### src/rtl/eth_pkg.sv
// eth_pkg: shared state encoding, CRC-32 constants and RMII dibit codes for the Ethernet blocks
package eth_pkg;
  typedef enum logic [2:0] {
    S_IDLE     = 3'd0,
    S_PREAMBLE = 3'd1,
    S_DATA     = 3'd2,
    S_DONE     = 3'd3,
    S_WAIT_ACK = 3'd4
  } state_e;
  localparam logic [31:0] CRC32_POLY_REFL = 32'hEDB88320;
  localparam logic [31:0] CRC32_INIT      = 32'hFFFFFFFF;
  localparam logic [31:0] CRC32_RESIDUE   = 32'hDEBB20E3;
  localparam logic [1:0]  DIBIT_PRE       = 2'b01;
  localparam logic [1:0]  DIBIT_SFD       = 2'b11;
  localparam int ERR_ALIGN = 0;
  localparam int ERR_RUNT  = 1;
  localparam int ERR_LONG  = 2;
endpackage

### src/rtl/eth_crc32_d8.sv
// eth_crc32_d8: combinational reflected CRC-32 update for one byte, shared by RX and TX
module eth_crc32_d8
  import eth_pkg::*;
(
  input  logic [31:0] crc_i,
  input  logic [7:0]  data_i,
  output logic [31:0] crc_o
);
  logic [31:0] c;
  always_comb begin
    c = crc_i ^ {24'd0, data_i};
    for (int i = 0; i < 8; i++) c = c[0] ? (c >> 1) ^ CRC32_POLY_REFL : c >> 1;
    crc_o = c;
  end
endmodule

### src/rtl/eth_rx.sv
// eth_rx: RMII receive engine writing frames to RAM with CRC-32/length status and done/ack handshake
// ETH_RX_DEBUG_EN adds d_crc32/d_state observation ports.
module eth_rx
  import eth_pkg::*;
#(
  parameter logic [10:0] PAKET_MAX_SIZE = 11'd1518,
  parameter logic [10:0] PAKET_MIN_SIZE = 11'd64
) (
  input  logic        i_clk,
  input  logic        i_rst,
  input  logic [1:0]  i_eth_data,
  input  logic        i_eth_crs_dv,
  output logic [10:0] o_ram_adr,
  output logic [7:0]  o_ram_data,
  output logic        o_ram_we,
  output logic        o_rx_done,
  output logic [10:0] o_rx_len,
  output logic        o_crc_ok,
  output logic [2:0]  o_rx_err,
  input  logic        i_rx_ack,
  output logic        o_rx_ready,
  output logic [15:0] o_drop_cnt
`ifdef ETH_RX_DEBUG_EN
  ,
  output logic [31:0] d_crc32,
  output logic [2:0]  d_state
`endif
);
  state_e      state_q, state_d;
  logic [5:0]  sh_q;
  logic [1:0]  dib_q;
  logic        we_q, we_d, ack_q, drop_act_q;
  logic [7:0]  data_q;
  logic [10:0] cnt_q, cnt_eff, len_q;
  logic [31:0] crc_q, crc_nxt, crc_fin;
  logic        crc_ok_q, is_long;
  logic [2:0]  err_q;
  logic [15:0] drop_q;

  eth_crc32_d8 u_crc (.crc_i(crc_q), .data_i(data_q), .crc_o(crc_nxt));

  // a byte still waiting in the write stage counts toward length and CRC
  assign cnt_eff = cnt_q + 11'(we_q);
  assign crc_fin = we_q ? crc_nxt : crc_q;
  assign is_long = cnt_eff == PAKET_MAX_SIZE;
  assign we_d    = state_q == S_DATA && i_eth_crs_dv && dib_q == 2'd3 && cnt_eff < PAKET_MAX_SIZE;

  always_comb begin
    state_d = state_q;
    case (state_q)
      S_IDLE:     state_d = i_eth_crs_dv && i_eth_data == DIBIT_PRE ? S_PREAMBLE : S_IDLE;
      S_PREAMBLE: state_d = !i_eth_crs_dv ? S_IDLE :
                            i_eth_data == DIBIT_SFD ? S_DATA :
                            i_eth_data == DIBIT_PRE ? S_PREAMBLE : S_IDLE;
      S_DATA:     state_d = i_eth_crs_dv ? S_DATA : S_DONE;
      S_DONE:     state_d = S_WAIT_ACK;
      S_WAIT_ACK: state_d = i_rx_ack || ack_q ? S_IDLE : S_WAIT_ACK;
      default:    state_d = S_IDLE;
    endcase
  end

  always_ff @(posedge i_clk) begin
    if (i_rst) begin
      state_q    <= S_IDLE;
      sh_q       <= '0;
      dib_q      <= '0;
      we_q       <= 1'b0;
      data_q     <= '0;
      cnt_q      <= '0;
      crc_q      <= CRC32_INIT;
      len_q      <= '0;
      crc_ok_q   <= 1'b0;
      err_q      <= '0;
      ack_q      <= 1'b0;
      drop_act_q <= 1'b0;
      drop_q     <= '0;
    end else begin
      state_q <= state_d;
      we_q    <= we_d;
      ack_q   <= state_q == S_DONE && i_rx_ack;
      if (we_q) begin
        crc_q <= crc_nxt;
        cnt_q <= cnt_q + 11'd1;
      end
      if (state_q == S_PREAMBLE && state_d == S_DATA) begin
        cnt_q <= '0;
        crc_q <= CRC32_INIT;
        dib_q <= '0;
      end
      if (state_q == S_DATA && i_eth_crs_dv) begin
        dib_q <= dib_q + 2'd1;
        sh_q  <= {i_eth_data, sh_q[5:2]};
        if (dib_q == 2'd3) data_q <= {i_eth_data, sh_q};
      end
      if (state_q == S_DATA && !i_eth_crs_dv) begin
        len_q           <= cnt_eff;
        crc_ok_q        <= crc_fin == CRC32_RESIDUE && !is_long;
        err_q[ERR_LONG]  <= is_long;
        err_q[ERR_RUNT]  <= cnt_eff < PAKET_MIN_SIZE;
        err_q[ERR_ALIGN] <= dib_q != 2'd0;
      end
      // frames arriving before the ack are counted once, on their carrier fall
      if (state_q == S_WAIT_ACK && i_eth_crs_dv && i_eth_data == DIBIT_PRE && !drop_act_q)
        drop_act_q <= 1'b1;
      else if (drop_act_q && !i_eth_crs_dv) begin
        drop_act_q <= 1'b0;
        drop_q     <= drop_q == 16'hFFFF ? drop_q : drop_q + 16'd1;
      end
    end
  end

  assign o_ram_adr  = cnt_q;
  assign o_ram_data = data_q;
  assign o_ram_we   = we_q;
  assign o_rx_done  = state_q == S_DONE;
  assign o_rx_len   = len_q;
  assign o_crc_ok   = crc_ok_q;
  assign o_rx_err   = err_q;
  assign o_rx_ready = state_q == S_IDLE;
  assign o_drop_cnt = drop_q;
`ifdef ETH_RX_DEBUG_EN
  assign d_crc32 = crc_q;
  assign d_state = state_q;
`endif
endmodule

### config.mk
export PLATFORM = sky130hd
export DESIGN_NAME = eth_rx
export DESIGN_NICKNAME = d
export VERILOG_FILES = /design/src/rtl/eth_pkg.sv /design/src/rtl/eth_crc32_d8.sv /design/src/rtl/eth_rx.sv
export SDC_FILE = /design/constraint.sdc
export NUM_CORES = 1
export LEC_CHECK = 0
export CAP_MARGIN = 20
export CORE_MARGIN = 2
export CORE_UTILIZATION = 40
export CTS_CLUSTER_SIZE = 28
export DETAILED_ROUTE_END_ITERATION = 10
export PLACE_DENSITY = 0.66
export REMOVE_ABC_BUFFERS = 1
export SLEW_MARGIN = 20
export SYNTH_ARGS = -nofsm -noshare
export SYNTH_HDL_FRONTEND = slang
export SYNTH_SLANG_ARGS = --single-unit
### constraint.sdc
create_clock -name i_clk -period 3.45 [get_ports i_clk]
set_input_delay 0.69 -clock i_clk [delete_from_list [all_inputs] [get_ports i_clk]]
set_output_delay 0.69 -clock i_clk [all_outputs]
set_load 0.02 [all_outputs]
[Word-level counts from Yosys, hierarchy flattened]
Index checks and enable logic that the tools add are counted.
Storage, ports and cells
  memory bits (read-only): 0
  memories: 0
  output and inout port bits: 53
  bits in writable memories: 0
  register bits: 96
  logic and storage cells: 84
  bits in latches: 0
Operators by class
  eq/ne operators: 11
  bitwise gates (word level): 11
  order comparisons: 2
  multipliers: 0
  reduce and logical (&&, ||, !) cells: 23
  shifts and indexed selects: 0
  divide/modulo/power cells: 0
  add/subtract/negate cells: 4
  mux-type cells: 20
Operator list (number)
  two-way mux 32 bit: 9
  inverter 13 -> 14 bit: 8
  == test 32 bit, second input constant: 1
  bitwise XOR 32 x 8 -> 32 bit: 1
  adder 16 x 1 -> 16 bit, second input constant: 1
  == test 16 bit, second input constant: 1
  one-hot mux 3 bit (5 select lines): 1
  logical AND 1 bit: 12
  adder 11 x 1 -> 11 bit: 1
  adder 11 x 1 -> 11 bit, second input constant: 1
  == test 11 bit, second input constant: 1
  less-than comparator 11 bit, second input constant: 1
  less-than comparator 11 x 7 -> 1 bit, second input constant: 1
  == test 3 x 2 -> 1 bit, second input constant: 3
  two-way mux 2 bit: 4
  nonzero test 2 bit: 3
  two-way mux 1 bit: 5
  == test 2 bit, second input constant: 2
  == test 3 x 1 -> 1 bit, second input constant: 1
  == test 3 bit, second input constant: 1
  zero test 1 bit: 3
  zero test 3 bit: 1
  two-way mux 3 bit: 1
  AND reduction 3 bit: 1
  other kinds (6): 7

[Longest topological paths before layout]
  word-level depth: 20
  mapped depth: 9

[Modules after synthesis]
Synthesis repeated with hierarchy kept, for this count alone.
Unflattened totals
  cell total of the unflattened synthesis: 577
  area, all modules: 5236.3 µm²
Modules (own cells, without submodules)
  eth_rx: area an instance 4450.5 µm², cells each 509, instances 1
  eth_crc32_d8: area an instance 785.8 µm², cells each 68, instances 1

[Worst setup path after synthesis]
No wires, ideal clock.
  path kind: register to register
  start: register we_q, in the netlist o_ram_we
  end: register crc_ok_q, in the netlist o_crc_ok
  setup time: 0.116 ns
  cell stages (with the launch flop): 10
  arrival: 2.395 ns
  period minus slack after synthesis: 2.510 ns
  path buffers: 0
  slack: 0.940 ns
  cell sequence: dfxtp_1 -> ha_1 -> ha_1 -> nand3_1 -> nor2_1 -> xnor2_1 -> a2111oi_0 -> a221o_1 -> nor4b_1 -> a31o_1
On the way
  longest elaborated chain between the ends: 4
  elaborated cells between the ends (all ways): 6
RTL lines
  from (decl): RTL line eth_rx.sv:32  | logic we_q, we_d, ack_q, drop_act_q;
  from (signal assigned): RTL line eth_rx.sv:79  | we_q <= we_d;
  adder 11 x 1 -> 11 bit: RTL line eth_rx.sv:43  | assign cnt_eff = cnt_q + 11'(we_q);
  == test 11 bit: RTL line eth_rx.sv:45  | assign is_long = cnt_eff == PAKET_MAX_SIZE;
  zero test 1 bit: RTL line eth_rx.sv:97  | crc_ok_q <= crc_fin == CRC32_RESIDUE && !is_long;
  logical AND 1 bit *: RTL line eth_rx.sv:97
  to (signal assigned): RTL line eth_rx.sv:97
  to (decl): RTL line eth_rx.sv:36  | logic crc_ok_q, is_long;
Every way passes the cells marked *; elsewhere a longest branch is shown, timed or not.
A chain may end at the register's enable or synchronous reset.

[Final worst setup path]
  start: input port i_eth_crs_dv
  end: register crc_ok_q, in the netlist o_crc_ok
On the way
  longest elaborated chain between the ends: 2
RTL lines
  from (decl): RTL line eth_rx.sv:12  | input logic i_eth_crs_dv,
  zero test 1 bit: RTL line eth_rx.sv:95  | if (state_q == S_DATA && !i_eth_crs_dv) begin
  logical AND 1 bit: RTL line eth_rx.sv:95
No other way between the ends.

==> metrics.txt <==
# TYPE chip_impl_metric gauge
chip_impl_info{name="run_status",value="finished, final reports clean"} 1
chip_impl_metric{name="synth_top_area_frac",unit=""} 0.376
chip_impl_metric{name="area_growth",unit="%"} 20.1
chip_impl_metric{name="cts.hold.buffers_added",unit=""} 0
chip_impl_metric{name="initial_utilization",unit=""} 0.408
chip_impl_metric{name="synth_cell_type_count",unit=""} 64
chip_impl_metric{name="multi_input_comb_area",unit="um^2"} 3050
chip_impl_metric{name="synth-seq-cells",unit=""} 96
chip_impl_metric{name="num_io_pins",unit=""} 59
chip_impl_metric{name="first_global_vias",unit=""} 4024
chip_impl_metric{name="vias_per_inst",unit=""} 5.09
chip_impl_info{name="synth.top_cells.by_count",value="96 x sky130_fd_sc_hd__dfxtp_1, 80 x sky130_fd_sc_hd__nand2_1, 71 x sky130_fd_sc_hd__nor2_1"} 1
chip_impl_metric{name="postCtsResizedCells",unit=""} 0
chip_impl_info{name="worstSetupEndpointType",value="flip-flop"} 1
chip_impl_metric{name="cts_sinks",unit=""} 96
chip_impl_metric{name="leakage",unit="nW"} 2.22
chip_impl_metric{name="power-per-cell-area",unit="nW/um^2"} 340
chip_impl_metric{name="synthCells",unit=""} 578
chip_impl_info{name="worstSetupStartpoint",value="i_eth_crs_dv"} 1
chip_impl_metric{name="dp_hpwl",unit="mm"} 8.66
chip_impl_metric{name="dieArea",unit="um^2"} 13700
chip_impl_metric{name="final.period_utilization",unit=""} 0.787
chip_impl_metric{name="clkSlewWorstSetupHoldPaths",unit="ps"} 70
chip_impl_metric{name="finalWeightedCongestion",unit=""} 0.831
chip_impl_metric{name="core",unit="um^2"} 12500
chip_impl_metric{name="vias",unit=""} 4101
chip_impl_metric{name="globalRouteTotalUtil",unit=""} 0.189
chip_impl_metric{name="synth_seq_area_share",unit=""} 0.376
chip_impl_metric{name="postPlaceCellArea",unit="um^2"} 5860
chip_impl_metric{name="avgRoutedWirePerCell",unit="um"} 15.0
chip_impl_metric{name="setup_viol",unit=""} 0
chip_impl_metric{name="first_pass_grt_wire_length",unit="mm"} 20.3
chip_impl_metric{name="port_buffers",unit=""} 58
chip_impl_info{name="cell_type_with_the_highest_aggregate_area_in_the_netlist",value="sky130_fd_sc_hd__dfxtp_1"} 1
chip_impl_metric{name="fmax",unit="GHz"} 0.368
chip_impl_metric{name="share_of_post_route_cells_with_drive_strength_above_1",unit=""} 0.0726
chip_impl_metric{name="finish.net_count",unit=""} 641
chip_impl_metric{name="dr.pass1.iters",unit=""} 4
chip_impl_metric{name="vdd_drop_max",unit="mV"} 0.183
chip_impl_metric{name="numCtsBuffers",unit=""} 9
chip_impl_info{name="dominantRegCellSynth",value="sky130_fd_sc_hd__dfxtp_1"} 1
chip_impl_metric{name="worst_ep_required_time",unit="ps"} 3750
chip_impl_metric{name="grt_start_max_net_pins",unit=""} 56
chip_impl_info{name="hold_path_startpoint",value="sh_q[0]$_SDFFE_PP0P_"} 1
chip_impl_info{name="clock_tree.root_cell",value="sky130_fd_sc_hd__clkbuf_16"} 1
chip_impl_metric{name="timing_max_transition_violations_final",unit=""} 0
chip_impl_metric{name="finalWirelength",unit="mm"} 12.1
chip_impl_info{name="cts_tree",value="yes"} 1
chip_impl_info{name="startpoint_type_of_the_worst_setup_path",value="input pin"} 1
chip_impl_metric{name="worstMarginPinSlew",unit="ps"} 709
chip_impl_metric{name="max-clock-path-buffers",unit=""} 2
chip_impl_metric{name="synth-edff-count",unit=""} 0
chip_impl_metric{name="total_negative_slack_for_setup_checks",unit="ps"} 0
chip_impl_metric{name="async_flop_share",unit=""} 0
chip_impl_metric{name="initialDrtViolationCount",unit=""} 217
chip_impl_metric{name="placementRows",unit=""} 41
chip_impl_metric{name="yosysWarnings",unit=""} 0
chip_impl_metric{name="antennaDiodeCount",unit=""} 0
chip_impl_metric{name="worstPathMaxFanout",unit=""} 6
chip_impl_metric{name="grt_antenna_before_repair",unit=""} 0
chip_impl_info{name="synth.most_common_cell",value="sky130_fd_sc_hd__dfxtp_1"} 1
chip_impl_metric{name="htree_levels",unit=""} 3
chip_impl_metric{name="timing.slew.headroom",unit=""} 0.524
chip_impl_metric{name="total_of_fill_cells_in_the_finished_design",unit=""} 1212
chip_impl_metric{name="floorplan.die.width",unit="um"} 117
chip_impl_info{name="grt_setup_unrepaired",value="no"} 1
chip_impl_metric{name="chipHeight",unit="um"} 117
chip_impl_metric{name="mappedNetlistArea",unit="um^2"} 5110
chip_impl_metric{name="cts_post_setup_buffers_inserted",unit=""} 0
chip_impl_metric{name="drc",unit=""} 0
chip_impl_info{name="dominant_cells_by_area_after_synthesis",value="sky130_fd_sc_hd__dfxtp_1 38%, sky130_fd_sc_hd__xnor2_1 8.1%, sky130_fd_sc_hd__nand2_1 5.9%"} 1
chip_impl_metric{name="timing.final.hold_violations",unit=""} 0
chip_impl_info{name="worst_r2r_startpoint",value="o_ram_we$_SDFF_PP0_"} 1
chip_impl_metric{name="timing.max_cap.violations",unit=""} 0
chip_impl_metric{name="avgSynthCellArea",unit="um^2"} 8.84
chip_impl_metric{name="clock_insertion_delay_worst_skew",unit="ps"} 350
chip_impl_metric{name="clock-skew-final",unit="ps"} 9.65
chip_impl_metric{name="gr-total-overflow",unit=""} 0
chip_impl_metric{name="final_antenna_net_count",unit=""} 0
chip_impl_metric{name="ff_latch_area",unit="um^2"} 1920
chip_impl_info{name="min_path_type",value="flip-flop to flip-flop"} 1
chip_impl_metric{name="worstPathArrival",unit="ps"} 3020
chip_impl_metric{name="period_needed",unit="ps"} 2720
chip_impl_info{name="timing_worst_setup_path_type",value="input pin to flip-flop"} 1
chip_impl_metric{name="finish.instance_area",unit="um^2"} 6130
## sequential cells by signal, summed over array words and instances (netlist names)
signal	count
o_rx_err	3
ack_q	1
o_ram_adr	11
o_ram_we	1
o_rx_len	11
crc_q	32
drop_act_q	1
dib_q	2
o_ram_data	8
sh_q	6
state_q	3
o_crc_ok	1
o_drop_cnt	16
## power breakdown
part	total, mW	internal [mW]	switching [mW]
Sequential	1.11	1.11	0.00103
Clock	0.938	0.491	0.446
Combinational	0.0386	0.0112	0.0274
Total	2.09	1.61	0.475
## stage by stage
stage,util,worst slack [ps],hold slack (ps),total power [mW],instances
after detailed placement,0.468,539,447,1.17,790
after floorplan,-,-92.9,431,1.15,552
final,0.490,733,454,2.09,806
after global routing,0.490,571,486,2.17,806
after global placement,0.468,581,444,1.17,790
after CTS,0.490,763,456,2.11,806
## placed cells by master (no fill, tap or decap), types with 4 or more instances in the layout
master | synthesis | routed
sky130_fd_sc_hd__clkbuf_16 | 0 | 9
sky130_fd_sc_hd__buf_4 | 1 | 8
sky130_fd_sc_hd__clkdlybuf4s50_1 | 0 | 57
sky130_fd_sc_hd__nor2_1 | 71 | 71
sky130_fd_sc_hd__dfxtp_1 | 96 | 95
sky130_fd_sc_hd__a211oi_1 | 11 | 11
sky130_fd_sc_hd__inv_1 | 9 | 9
sky130_fd_sc_hd__xor2_1 | 29 | 29
sky130_fd_sc_hd__ha_1 | 6 | 6
sky130_fd_sc_hd__a21oi_1 | 25 | 25
sky130_fd_sc_hd__o21ai_0 | 27 | 27
sky130_fd_sc_hd__nand3_1 | 25 | 25
sky130_fd_sc_hd__xor3_1 | 5 | 5
sky130_fd_sc_hd__xnor2_2 | 7 | 7
sky130_fd_sc_hd__xnor2_1 | 47 | 47
sky130_fd_sc_hd__nand2b_1 | 6 | 6
sky130_fd_sc_hd__mux2i_1 | 9 | 9
sky130_fd_sc_hd__xnor2_4 | 4 | 4
sky130_fd_sc_hd__nand4_1 | 9 | 9
sky130_fd_sc_hd__and4_1 | 4 | 4
sky130_fd_sc_hd__or3_1 | 4 | 4
sky130_fd_sc_hd__and2_1 | 5 | 5
sky130_fd_sc_hd__nand2_1 | 80 | 80
sky130_fd_sc_hd__nor3_1 | 11 | 10
sky130_fd_sc_hd__nor3b_1 | 5 | 5
## logic make-up after synthesis
kind of cell    synth area share
compound gates             0.114
xor+xnor                   0.226
fa+ha+maj                 0.0147
buf+inv                   0.0282
flops                      0.376
mux                       0.0176
simple gates               0.223
## metal layers
layer,share of wire,global-route usage
met2,0.48,0.307
met5,0,0
met4,0.020,0.0729
met3,0.041,0.0324
met1,0.46,0.253
## worst max-delay path: stages
cell                              delay (ps)
sky130_fd_sc_hd__clkdlybuf4s50_1         510
sky130_fd_sc_hd__or3_1                   510
sky130_fd_sc_hd__a2111oi_0               460
sky130_fd_sc_hd__o211a_1                 230
sky130_fd_sc_hd__o2111ai_1               110
sky130_fd_sc_hd__nor4b_1                 320
sky130_fd_sc_hd__a31o_1                  180
## cell type report
class	instances	share of cell area
Multi-Input combinational cell	446	0.497
Sequential cell	96	0.314
Timing Repair Buffer	66	0.104
Clock buffer	10	0.0373
Tap cell	172	0.0351
Clock inverter	6	0.00735
Inverter	10	0.00612
## path summary, 6_finish.rpt
kind	endpoint	cells after the start	slack, ps
worst max-delay path	o_crc_ok$_SDFFE_PP0N_	7	730
worst min-delay path	sh_q[0]$_SDFFE_PP0P_	2	450
worst max register to register	o_crc_ok$_SDFFE_PP0N_	10	830
worst min register to register	sh_q[0]$_SDFFE_PP0P_	2	450
(Power assumes the default switching activity.)
